--- src/rtl/aes_arb.sv ---
// Round-robin arbiter sharing one AES core among N_REQ requesters.
// Optional WAIT watchdog enabled by defining AES_ARB_TIMEOUT_EN.
// Opcodes are 3 bits: NOOP=0, AESENC=1, AESENCLAST=2, AESDEC=3, AESDECLAST=4,
// AESKEYGENASSIST=5, AESIMC=6.
module aes_arb #(
    parameter int unsigned N_REQ       = 4,
    parameter int unsigned TIMEOUT_CYC = 64,
    localparam int unsigned IDX_W      = $clog2(N_REQ),
    localparam int unsigned OP_W       = 3
) (
    input  logic                  clk,
    input  logic                  rst,
    input  logic [N_REQ-1:0]      req_i,
    input  logic [N_REQ*OP_W-1:0] opcode_i,
    output logic [N_REQ-1:0]      gnt_o,
    output logic [IDX_W-1:0]      gnt_idx_o,
    output logic [N_REQ-1:0]      done_o,
    output logic [N_REQ-1:0]      err_o,
    output logic                  start_o,
    output logic [OP_W-1:0]       opcode_o,
    input  logic                  cipher_ready_i,
    input  logic                  key_ready_i,
    output logic                  busy_o
);

    localparam logic [OP_W-1:0] OP_NOOP   = 3'd0;
    localparam logic [OP_W-1:0] OP_KEYGEN = 3'd5;

    typedef enum logic [1:0] {StIdle, StIssue, StWait, StDone} state_e;

    state_e           state_q, state_d;
    logic [IDX_W-1:0] winner_q, winner_d;
    logic [IDX_W-1:0] ptr_q, ptr_d;
    logic [OP_W-1:0]  op_q, op_d;
    logic             err_q, err_d;
    logic             found;
    logic [IDX_W-1:0] pick;
    logic [OP_W-1:0]  pick_op;
    logic             expected;
    logic             timeout;

    // First requester at or above ptr, wrapping at N_REQ.
    always_comb begin
        found = 1'b0;
        pick  = '0;
        for (int unsigned i = 0; i < N_REQ; i++) begin
            if (!found && req_i[IDX_W'((32'(ptr_q) + i) % N_REQ)]) begin
                found = 1'b1;
                pick  = IDX_W'((32'(ptr_q) + i) % N_REQ);
            end
        end
    end

    always_comb begin
        pick_op = OP_NOOP;
        for (int unsigned i = 0; i < N_REQ; i++) begin
            if (IDX_W'(i) == pick) pick_op = opcode_i[i*OP_W +: OP_W];
        end
    end

    assign expected = (op_q == OP_KEYGEN) ? key_ready_i : cipher_ready_i;

`ifdef AES_ARB_TIMEOUT_EN
    localparam int unsigned CNT_W = $clog2(TIMEOUT_CYC + 1);
    logic [CNT_W-1:0] cnt_q;

    // Zero on every WAIT entry because it is cleared in all other states.
    always_ff @(posedge clk) begin
        if (rst) begin
            cnt_q <= '0;
        end else if (state_q == StWait) begin
            cnt_q <= cnt_q + 1'b1;
        end else begin
            cnt_q <= '0;
        end
    end

    assign timeout = (state_q == StWait) && (cnt_q == CNT_W'(TIMEOUT_CYC - 1));
`else
    logic unused_timeout_cyc;
    assign unused_timeout_cyc = ^TIMEOUT_CYC;
    assign timeout = 1'b0;
`endif

    always_ff @(posedge clk) begin
        if (rst) begin
            state_q  <= StIdle;
            winner_q <= '0;
            ptr_q    <= '0;
            op_q     <= OP_NOOP;
            err_q    <= 1'b0;
        end else begin
            state_q  <= state_d;
            winner_q <= winner_d;
            ptr_q    <= ptr_d;
            op_q     <= op_d;
            err_q    <= err_d;
        end
    end

    always_comb begin
        state_d   = state_q;
        winner_d  = winner_q;
        ptr_d     = ptr_q;
        op_d      = op_q;
        err_d     = err_q;
        gnt_o     = '0;
        gnt_idx_o = '0;
        done_o    = '0;
        err_o     = '0;
        start_o   = 1'b0;
        opcode_o  = OP_NOOP;
        busy_o    = (state_q != StIdle);
        if (state_q != StIdle) begin
            gnt_o[winner_q] = 1'b1;
            gnt_idx_o       = winner_q;
        end
        unique case (state_q)
            StIdle: begin
                if (found) begin
                    winner_d = pick;
                    op_d     = pick_op;
                    err_d    = 1'b0;
                    state_d  = StIssue;
                end
            end
            StIssue: begin
                if (op_q == OP_NOOP) begin
                    state_d = StDone;
                end else begin
                    start_o  = 1'b1;
                    opcode_o = op_q;
                    state_d  = StWait;
                end
            end
            StWait: begin
                if (expected) begin
                    state_d = StDone;
                end else if (timeout) begin
                    err_d   = 1'b1;
                    state_d = StDone;
                end
            end
            StDone: begin
                if (err_q) err_o[winner_q] = 1'b1;
                else       done_o[winner_q] = 1'b1;
                ptr_d   = (winner_q == IDX_W'(N_REQ - 1)) ? '0 : winner_q + 1'b1;
                state_d = StIdle;
            end
            default: state_d = StIdle;
        endcase
    end

endmodule

--- config.mk ---
export PLATFORM = sky130hd
export DESIGN_NAME = aes_arb
export DESIGN_NICKNAME = d
export VERILOG_FILES = /design/src/rtl/aes_arb.sv
export SDC_FILE = /design/constraint.sdc
export NUM_CORES = 1
export LEC_CHECK = 0
export ABC_CLOCK_PERIOD_IN_PS = 1500
export CAP_MARGIN = 20
export CORE_MARGIN = 2
export CORE_UTILIZATION = 36
export CTS_CLUSTER_DIAMETER = 80
export DETAILED_ROUTE_END_ITERATION = 12
export GPL_TIMING_DRIVEN = 0
export PLACE_DENSITY_LB_ADDON = 0.15
export SETUP_SLACK_MARGIN = 0.1
export SYNTH_ARGS = -nofsm -noshare
export SYNTH_HDL_FRONTEND = slang
export SYNTH_SLANG_ARGS = --single-unit
--- constraint.sdc ---
create_clock -name clk -period 1.5 [get_ports clk]
set_input_delay 0.3 -clock clk [delete_from_list [all_inputs] [get_ports clk]]
set_output_delay 0.3 -clock clk [all_outputs]
set_load 0.1 [all_outputs]
==> impl_metrics.toml, run 1 <==
[power]
p_int_mw = 1.47
swShare_pct = 51.6
vdd_drop_max_mv = 1.36
seqPwrFrac_pct = 14.4
power.density_mw_per_mm2 = 1930
power_switching_mw = 1.57
power_mw = 3.05
power.leakage_nw = 0.674
comb_power_share_pct = 79.5
power.share.clock_pct = 6.1

[finish]
fin_area_mm2 = 0.00158
final_net_count = 176
fill_cells = 153
drive_above_1_share_pct = 51.0
final-seq-area_um2 = 196
multiInputGateArea_um2 = 694
diodes = 0
syn2layout_area_growth_pct = 97.8

[timing]
period_share_pct = 108
rsz0062_at_grt = "yes"
layout_setup_ws_ns = -0.116
final.setup.tns_ns = -1.20
hold_violations = 0
drv_slew = 0
period_minus_slack_ns = 1.62
whs_ns = 0.435
setup_viol = 15
worst_clock_skew_ns = 0.00409
timing.fmax_ghz = 0.619

[routing]
via_count = 848
wl_per_cell_um = 12.8
routed_wl_mm = 2.24
drt_iter0_drc = 4
ant_nets = 0
dr.pass1.iters = 2
routed_via_density = 4.85
drcViolationCount = 0

[logic_synthesis]
ys_types = 31
synth-compound-area-share_pct = 12.2
synth.ff_latch_count = 9
yosys.area.top_type = "dfxtp_1"
synthMuxAreaShare_pct = 12.7
yosys.area_share.simple_pct = 28.6
synth-warning-count = 0
synth_fa_ha_area_share_pct = 12.5
syn_inst = 99
synth_top_family_by_area = "simple AND/OR/NAND/NOR gates"
synthXorXnorAreaFrac_pct = 0
yosysTopAreaCellShare_pct = 22.5
synth_area_um2 = 800
postSynthAreaPerCell_um2 = 8.08
synth-seq-area-share_pct = 22.5
ys_top_cells_by_area = "dfxtp_1 23%, ha_1 13%, mux2i_1 11%"

[cts]
hold_buffers = 0
cts_max_path_buffers = 2
cts_sinks = 9
cts_buffers = 3
clk_latency_ns = 0.25
clk_pin_slew_worst_paths_ns = 0.06
cts_root_buf = "clkbuf_4"
cts_tree = "yes"
h-tree-depth = 1

[hold_path]
min_from = "rst"
min_path_cells = 2
hold_class = "input port to flop"
hold_path_end = "ptr_q[1]$_SDFFE_PP0P_"

[global_route]
grt_pass1_wl_mm = 3.45
grt_util_all_layers_pct = 17.5
grt_start_max_net_pins = 11
antenna_found_initial = 0
grt_pass1_vias = 818
overflow = 0

[critical_path]
end_kind = "output port"
rrSetupSlack_ns = 0.07
crit_path_top_delay_cell = "dfxtp_4"
cp-start-kind = "flop"
path_delay_family = "flip-flops"
reg2regPathDepth = 8
crit_fanout = 4
r2r_start = "state_q[0]$_SDFFE_PP0P_"
cp_cell_sequence = "inv_2 > ha_1 > and2_2 > buf_8"
r2r-end = "op_q[1]$_SDFFE_PP0P_"
cpPeakStageDelay_ns = 0.38
cp.arrival_ns = 1.32
crit_type = "flop to output port"
cp_data_required_time_ns = 1.20
cp.buffers_inverters = 2

[floorplan]
num_rows = 17
die-area_mm2 = 0.00261
die_w_um = 51.1
io_pins = 39
die_h_um = 51.1
core_mm2 = 0.00215
start_util_pct = 37.2

[flow_run]
drv_cap = 0

[placement]
hpwlAfterDp_mm = 1.51
gp_congestion = 0.736
port_buffers = 33
pre_cts_ws_ns = -0.799
place_area_mm2 = 0.00127

[outcome]
violations = "negative setup slack"
status = "finished with violations"
==> worst reg2reg max path, stage by stage (launching register included) <==
cell and delay [ns]:
dfxtp_4 0.36, inv_4 0.06, ha_4 0.14, clkbuf_8 0.17
nand2b_4 0.06, buf_6 0.12, nor2_2 0.11, nand2b_1 0.12
o221ai_1 0.19
==> how the worst max path moves through the flow <==
stage	from	endpoint	slack [ns]	cells past startpoint
after floorplan	state_q[0]$_SDFFE_PP0P_	state_q[0]$_SDFFE_PP0P_	-0.13	6
after global placement	state_q[1]$_SDFFE_PP0P_	gnt_o[1]	-0.78	5
after detailed placement	state_q[1]$_SDFFE_PP0P_	gnt_o[1]	-0.80	5
after CTS	state_q[0]$_SDFFE_PP0P_	gnt_o[2]	-0.12	5
after global routing	winner_q[0]$_SDFFE_PP0P_	done_o[0]	-0.16	4
final	winner_q[0]$_SDFFE_PP0P_	done_o[0]	-0.12	4
==> through the flow <==
stage	std cells	utilization, %
3_5_place_dp	163	59.1
3_3_place_gp	163	59.1
4_1_cts	172	69.5
6_report	175	73.6
5_1_grt	175	73.6
2_1_floorplan	102	-
==> cell families (layout without fill, tap and decap cells) <==
family	after synthesis	after routing
mux	10	10
simple gates	41	41
compound gates	13	13
fa+ha+maj	8	8
flops	9	9
buf+inv	17	62
other cells	1	4
==> synthesized netlist by cell type <==
master    n
nor2_2    1
o221ai_2  1
or2b_1    1
o221ai_1  2
a41o_1    1
nand3b_1  3
buf_2     1
o22ai_1   1
nor2_1    9
buf_4     4
a211o_1   1
nand2b_1  3
buf_6     1
conb_1    1
a21oi_1   5
nand2_1   5
dfxtp_1   9
inv_1     9
nor3_1    2
mux2_2    1
nand3_1   1
nand4b_1  1
nor3b_1   1
and3b_1   1
and2_1    7
nor2b_1   5
mux2i_1   9
clkbuf_1  2
o211ai_1  2
ha_1      8
nor4_1    1
==> layout by cell type, fill, tap and decap left out, types with 5 or more instances in the layout <==
cell type         n
buf_4            11
clkdlybuf4s50_1  14
and2_2            5
buf_8             5
nor2b_4           5
nor2_1            6
mux2i_1           8
buf_12           10
==> power groups by stage <==
stage | registers [mW] | logic (mW) | clock network, mW
after global placement | 0.408 | 1.78 | 0
after detailed placement | 0.412 | 1.80 | 0
after floorplan | 0.388 | 1.48 | 0
final | 0.439 | 2.42 | 0.185
after CTS | 0.419 | 2.27 | 0.191
after global routing | 0.449 | 2.55 | 0.203
==> registers in the layout, indices dropped and copies added, names as in the netlist <==
| register | count |
|---|---|
| state_q | 2 |
| winner_q | 2 |
| ptr_q | 2 |
| op_q | 3 |
==> final cells by class <==
cell class | instances | area share [%]
multi-input cells | 76 | 43.9
inverters | 9 | 2.69
clock buffers | 4 | 1.66
repair buffers | 41 | 32.0
well taps | 28 | 2.22
flip-flops and latches | 9 | 12.4
plain buffers | 8 | 5.14
==> what timing repair did <==
action	in CTS	in global routing
endpoints found under the setup margin	22	20
pin swaps	6	1
setup buffers	4	3
gates cloned	1	0
resized for setup	150	21
==> layer usage <==
metal	global-route usage (%)	share of wire, %	up-vias
li1	-	-	425
met1	20.0	41	396
met2	32.3	54	25
met3	3.51	4.0	2
met4	5.41	0.76	0
met5	0	0	-
No activity file was read; power rests on OpenSTA's default activity.
==> run 2: changes to the inputs <==
Settings changed: CORE_UTILIZATION 36 to 35.
==> run 2 against run 1 <==
  * The flow still finishes with violations (negative setup slack)
  * Combinational power about the same
  * Count of clock-buffer cells in the layout shrank 1
  * Die area rose by 2.6%
  * Sequential share of layout area decreased by 0.77 points
  * Largest power group unchanged
  * Highest routed layer unchanged
==> impl_metrics.toml, run 2 (synthesis results as in run 1) <==
[critical_path]
crit_path_top_delay_cell = "dfxtp_4"
end_kind = "output port"
r2r_start = "state_q[0]$_SDFFE_PP0P_"
r2r-end = "winner_q[0]$_SDFFE_PP0P_"
cp-start-kind = "flop"
cp_cell_sequence = "inv_4 > ha_4 > clkbuf_16 > nor2b_4 > buf_12"
reg2regPathDepth = 7
cp_data_required_time_ns = 1.20
cp.arrival_ns = 1.33
rrSetupSlack_ns = 0.08
crit_fanout = 5
crit_type = "flop to output port"
cpPeakStageDelay_ns = 0.38

[timing]
setup_viol = 15
timing.fmax_ghz = 0.615
period_share_pct = 108
layout_setup_ws_ns = -0.126
drv_slew = 0
hold_violations = 0
rsz0062_at_grt = "yes"
period_minus_slack_ns = 1.63
worst_slew_pin_slew_ns = 0.531
worst_clock_skew_ns = 0.000413
relSlewSlack_pct = 64.6

[placement]
pre_cts_ws_ns = -0.797
hpwlAfterDp_mm = 1.52
port_buffers = 33
gp_congestion = 0.706

[cts]
cts_root_buf = "clkbuf_4"
cts_max_path_buffers = 2
clk_latency_ns = 0.26
cts_buffers = 3
h-tree-depth = 1
cts_sinks = 9
cts_tree = "yes"
clk_pin_slew_worst_paths_ns = 0.07

[routing]
wl_per_cell_um = 13.4
routed_via_density = 4.92
dr.pass1.iters = 3
routed_wl_mm = 2.37
drt_iter0_drc = 7
ant_nets = 0
drcViolationCount = 0
via_count = 871

[finish]
final_net_count = 178
final-seq-area_um2 = 194
multiInputGateArea_um2 = 744
largest_reg_flops = 3
fin_util_pct = 76.0
final_cell_mix = "14 x clkdlybuf4s50_1, 14 x buf_12, 13 x buf_4"
regMostFlops = "op_q"
fill_cells = 145
drive_above_1_share_pct = 57.7
syn2layout_area_growth_pct = 108
diodes = 0

[floorplan]
io_pins = 39
die_w_um = 51.8
die_h_um = 51.8
die-area_mm2 = 0.00268
num_rows = 17
start_util_pct = 36.5
core_mm2 = 0.00219

[power]
comb_power_share_pct = 79.2
power_switching_mw = 1.59
swShare_pct = 52.0
vdd_drop_max_mv = 1.30
p_int_mw = 1.47
power.share.clock_pct = 6.2
power.leakage_nw = 0.698
power.density_mw_per_mm2 = 1830
seqPwrFrac_pct = 14.6

[global_route]
overflow = 0
antenna_found_initial = 0
grt_pass1_vias = 930
grt_pass1_wl_mm = 3.87
grt_util_all_layers_pct = 19.4
grt_start_max_net_pins = 11

[hold_path]
min_path_cells = 2
hold_class = "input port to flop"
hold_path_end = "ptr_q[1]$_SDFFE_PP0P_"
min_from = "rst"

[flow_run]
drv_cap = 0

[outcome]
violations = "negative setup slack"
status = "finished with violations"
-- run 2: worst max path at each step --
stage,startpoint,end,depth (start not counted)
floorplan,state_q[0]$_SDFFE_PP0P_,state_q[0]$_SDFFE_PP0P_,6
global placement,state_q[1]$_SDFFE_PP0P_,gnt_o[2],5
detailed placement,state_q[1]$_SDFFE_PP0P_,gnt_o[0],5
CTS,state_q[1]$_SDFFE_PP0P_,gnt_o[1],5
global route,state_q[1]$_SDFFE_PP0P_,gnt_o[2],5
finish,state_q[0]$_SDFFE_PP0P_,gnt_o[1],5
-- run 2: area by class of cell --
cell class	count	area share, %
multi-input cells	76	44.7
clock inverters	1	0.301
plain buffers	8	4.89
flip-flops and latches	9	11.7
repair buffers	43	32.3
clock buffers	3	1.35
well taps	28	2.11
inverters	9	2.71
-- run 2: timing repair --
item / CTS / global route
cloned: 1 / 0
pin swaps: 6 / 6
setup endpoints to repair: 20 / 22
resized for setup: 163 / 22
setup buffers: 8 / 1
hold buffers: 0 / 0
hold endpoints to repair: 0 / 0
-- run 2: worst max-delay path, delay by kind of cell, from the launching register on --
| kind | cells | cell delay, ns |
|---|---|---|
| adder cells (fa/ha/maj) | 1 | 0.16 |
| flip-flops | 1 | 0.38 |
| buffers and inverters | 3 | 0.38 |
| AND/OR/NAND/NOR | 1 | 0.13 |
-- run 2: metrics by stage --
step	cells	hold WS [ns]	TNS (ns)	power, mW	area (µm²)
2_1_floorplan	102	0.467	-0.326	1.87	905
3_3_place_gp	163	0.479	-13.40	2.19	1270
3_5_place_dp	163	0.488	-13.61	2.21	1270
4_1_cts	176	0.468	-1.27	2.94	1580
5_1_grt	177	0.507	-1.80	3.20	1660
6_report	177	0.467	-1.07	3.05	1660
-- run 2: layer usage --
metal  share of wire (%)  track usage, %
met1                  40            20.1
met4                 1.1            9.21
met5                   0               0
met3                 3.8            2.87
met2                  55            37.6
-- run 2: power by group through the flow --
| stage | registers (mW) | logic, mW | clock network, mW |
|---|---|---|---|
| final | 0.446 | 2.42 | 0.190 |
| after global routing | 0.458 | 2.53 | 0.212 |
| after CTS | 0.435 | 2.31 | 0.194 |
| after detailed placement | 0.413 | 1.80 | 0 |
| after global placement | 0.409 | 1.78 | 0 |
| after floorplan | 0.388 | 1.48 | 0 |
==> run 3: changes to the inputs <==
Settings changed: CORE_UTILIZATION 35 to 36.
==> results of run 3 <==
The final DEF is identical to that of run 1; final timing and power are the same.
